--- src/rtl/fifo_fwft_width_down.sv ---
// Width-down stage: pops wide words from a first-word-fall-through FIFO and
// replays each one as RATIO narrow beats on a valid/ready stream.
module fifo_fwft_width_down #(
    parameter int DATA_WIDTH = 32,
    parameter int RATIO      = 4,
    parameter int LSB_FIRST  = 1,
    parameter int OUT_WIDTH  = DATA_WIDTH / RATIO
) (
    input  logic                  clk,
    input  logic                  rst_n,
    input  logic [DATA_WIDTH-1:0] fifo_dout,
    input  logic                  fifo_empty,
    output logic                  fifo_rd_en,
    output logic [OUT_WIDTH-1:0]  m_data,
    output logic                  m_valid,
    input  logic                  m_ready,
    output logic                  m_last,
    output logic                  busy
);

    localparam int IDX_W = (RATIO > 1) ? $clog2(RATIO) : 1;
    localparam logic [IDX_W-1:0] IDX_LAST = IDX_W'(RATIO - 1);

    logic [DATA_WIDTH-1:0] word_q;
    logic                  word_valid;
    logic [IDX_W-1:0]      idx;

    logic beat_xfer;
    logic word_done;
    logic load;

    assign beat_xfer = word_valid & m_ready;
    assign word_done = beat_xfer & (idx == IDX_LAST);

    // Refill in the same cycle the last beat is accepted so word boundaries
    // cost no bubble; rst_n gates the pop so reset never consumes a word.
    assign load       = rst_n & ~fifo_empty & (~word_valid | word_done);
    assign fifo_rd_en = load;

    always_ff @(posedge clk or negedge rst_n) begin
        if (!rst_n) begin
            word_q     <= '0;
            word_valid <= 1'b0;
            idx        <= '0;
        end else if (load) begin
            word_q     <= fifo_dout;
            word_valid <= 1'b1;
            idx        <= '0;
        end else if (word_done) begin
            word_valid <= 1'b0;
            idx        <= '0;
        end else if (beat_xfer) begin
            idx <= idx + IDX_W'(1);
        end
    end

    always_comb begin
        m_data = '0;
        for (int i = 0; i < RATIO; i++) begin
            if (idx == IDX_W'(i)) begin
                m_data = word_q[((LSB_FIRST != 0) ? i : (RATIO - 1 - i)) * OUT_WIDTH +: OUT_WIDTH];
            end
        end
    end

    assign m_valid = word_valid;
    assign m_last  = word_valid & (idx == IDX_LAST);
    assign busy    = word_valid;

endmodule

--- config.mk ---
export PLATFORM = sky130hd
export DESIGN_NAME = fifo_fwft_width_down
export DESIGN_NICKNAME = d
export VERILOG_FILES = /design/src/rtl/fifo_fwft_width_down.sv
export SDC_FILE = /design/constraint.sdc
export NUM_CORES = 1
export LEC_CHECK = 0
export BUFFER_PORTS_ARGS = -buffer_cell sky130_fd_sc_hd__buf_2
export CORE_MARGIN = 4
export CORE_UTILIZATION = 45
export DETAILED_ROUTE_END_ITERATION = 7
export PLACE_DENSITY_LB_ADDON = 0.08
export SYNTH_ARGS = -nofsm -noshare
export SYNTH_HDL_FRONTEND = slang
export SYNTH_SLANG_ARGS = --single-unit
export TNS_END_PERCENT = 100
--- constraint.sdc ---
create_clock -name clk -period 4.06 [get_ports clk]
set_clock_uncertainty 0.15 [all_clocks]
set_input_delay 0 -clock clk [delete_from_list [all_inputs] [get_ports clk]]
set_output_delay 0 -clock clk [all_outputs]
set_load 0.05 [all_outputs]
==> impl_metrics.yaml <==
power:
  power_switching_w: 0.000835
  switching_share_pct: 45.7
  internal-power_w: 0.000991
  power_per_cell_area_nw_per_um2: 781
  power.ir.vdd_worst_mv: 0.351
  pwr-share-comb_pct: 52.8
  seqPwrFrac_pct: 34.4
  power.static_leakage_nw: 1.06
  p_clk_share_pct: 12.7
worst_setup_path:
  worst_setup_path_end_kind: "output pin"
  worst_path_largest_cell_delay_ps: 780
  path_class: "in -> out"
  crit_slowest_cell: "a21oi_4"
  start_kind: "primary input"
  required_ps: 3910
  crit_family: "buffers and inverters"
  reg2reg_from: "idx[0]$_DFFE_PN0P_"
  critical_path.startpoint: "rst_n"
  worstPathMaxFanout: 37
  critical_path.n_buffers_inverters: 4
  critical_path_arrival_ps: 2410
  cells_traversed_along_the_worst_timing_path: "dlygate4sd3_1 > buf_2 > buf_4 > nand2b_1 > a21oi_4 > buf_2"
  critical-path-top-cell-by-count: "buf_2"
synthesis:
  yosys_register_bits: 35
  area_fraction_of_the_dominant_cell_type_after_synthesis_pct: 52.7
  netlist_instances: 132
  avg_inst_size_synth_um2: 12.6
  ys_async_sr_fraction_pct: 100
  ys.flop_type: "dfrtp_1"
  number_of_flops_mapped_to_enable_cells_by_yosys: 0
  netlist-cell-type-count: 28
  synth.net_count: 172
  seq_area_frac_synth_pct: 52.7
  synth-warning-count: 0
  synthDominantAreaCellType: "dfrtp_1"
  netlist_area_before_placement_um2: 1660
  synth.top_cells.by_area: "dfrtp_1 53%, mux2_2 18%, nand3b_1 3.6%"
finish:
  final_common_cell: "buf_2"
  final_cell_mix: "47 x buf_2, 35 x dfrtp_1, 35 x dlygate4sd3_1"
  final_net_count: 254
  num_antenna_cells: 0
  drive_above_1_share_pct: 38.6
  area_delta_synth_final_pct: 40.6
global_route:
  antenna_found_initial: 0
  first_pass_grt_wire_length_mm: 5.79
  globalRouteOverflowTotal: 0
  grt_start_max_net_pins: 38
  grt_usage_pct: 17.0
  number_of_global_route_vias_before_repair: 1248
cts:
  htree_num_levels: 2
  clock_tree.buffer_depth: 2
  cts_made_buffers: 5
  tritoncts_clock_tree: "done"
  cts_root_buf: "clkbuf_8"
  cts_resized: 0
  cts.sinks: 35
  clk_transition_reported_paths_ps: 60
  worst_skew_pair.late_latency_ps: 280
route:
  dr.first_iter.drc_count: 55
  ant_nets: 0
  detail_route.first_pass.iterations: 4
  route.detailed.vias_per_inst: 5.02
  finalWirelength_mm: 3.56
  detail_routed_net_length_per_standard_cell_um: 13.6
  drc_errors: 0
  vias: 1311
floorplanning:
  die_height_um: 68.8
  starting_density_of_the_core_pct: 48.3
  die_area_um2: 4730
  ioPinCount: 48
  placementRows: 21
  die_width_um: 68.8
  coreArea_um2: 3440
min_path:
  worst_hold_path_type: "in -> async"
sta:
  setup_viol_count_final: 0
  max_slew_margin_pct: 33.2
  fin_crit_ps: 2560
  fmax_mhz: 391
  worst_slew_pin_slew_ps: 999
  timing.final.crit_share_pct: 63.0
  slew_violations: 0
  final_hold_viol_count: 0
  timing.setup.tns_ps: 0
  rsz0062_at_grt: "no"
  finalWorstSetupSlack_ps: 1500
placed_design:
  numPortBuffers: 47
  gp_congestion: 0.749
  dp.final_hpwl_mm: 2.52
  place_worst_setup_slack_ps: 1670
run:
  maxCapViolCount: 0
status:
  result_of_the_run: "finished, final reports clean"
==> layout make-up <==
class,count,area (um^2)
flip-flops and latches,35,876
clock buffers,7,76.3
well taps,46,57.6
inverters,3,11.3
clock inverters,1,5.00
repair buffers,83,593
multi-input cells,86,718
fillers,271,1100
==> synthesized netlist by cell type, types with 2 or more instances <==
cell and n:
dfrtp_1 35, mux2_2 27, nand2_1 10, a31oi_1 8
nand3b_1 8, o22ai_1 7, mux2_1 5, ha_1 4
buf_6 3, inv_1 3, nor2_1 3, clkbuf_1 2
nand2b_1 2
==> worst min-delay path: stages <==
cell	delay (ps)
dlygate4sd3_1	520
buf_2	90
buf_4	390
==> final timing paths <==
check | to | slack (ps) | cells past startpoint
max in group asynchronous | word_q[6]$_DFFE_PN0P_ | 3310 | 3
setup / recovery | fifo_rd_en | 1500 | 6
hold / removal | word_q[20]$_DFFE_PN0P_ | 130 | 3
hold reg to reg | word_q[19]$_DFFE_PN0P_ | 340 | 1
setup reg to reg | word_q[17]$_DFFE_PN0P_ | 1720 | 4
min in group clk | word_q[6]$_DFFE_PN0P_ | 310 | 3
==> through the flow <==
stage          power (W)  instance area, um^2  cells  utilization, %  hold slack [ps]
2_1_floorplan    0.00137                 1660    132               -             -446
3_3_place_gp     0.00156                 1910    218            55.4            -92.3
3_5_place_dp     0.00158                 1910    218            55.4            -88.3
4_1_cts          0.00185                 2340    261            67.9              142
5_1_grt          0.00195                 2340    261            67.9              178
6_report         0.00183                 2340    261            67.9              134
==> metal layers <==
| layer | global-route usage (%) | vias to the layer above | routed length (um) |
|---|---|---|---|
| met5 | 0 | - | 0 |
| met2 | 27.4 | 37 | 1640 |
| li1 | - | 640 | - |
| met4 | 8.03 | 0 | 63 |
| met1 | 21.3 | 628 | 1630 |
| met3 | 4.38 | 6 | 231 |
==> sequential cells by signal (all words and copies together) (netlist names) <==
register	count
word_q	32
idx	2
busy	1
==> power groups by stage <==
stage               sequential [W]  combinational [W]  clock, W
global placement          0.000625           0.000932         0
floorplan                 0.000607           0.000760         0
detailed placement        0.000635           0.000948         0
finish                    0.000629           0.000965  0.000233
CTS                       0.000628           0.000976  0.000243
global route              0.000650            0.00104  0.000256
==> repair_timing <==
item | in CTS | in global routing
hold buffers | 35 | 0
buffers inserted | 0 | 0
hold endpoints to repair | 70 | 0
==> cells by family after synthesis <==
family          share of synthesized area [%]
compound gates                           8.05
fa+ha+maj                                3.01
buf+inv                                  4.14
flops                                    52.7
mux                                      22.3
simple gates                             9.86
(Power assumes the default switching activity.)
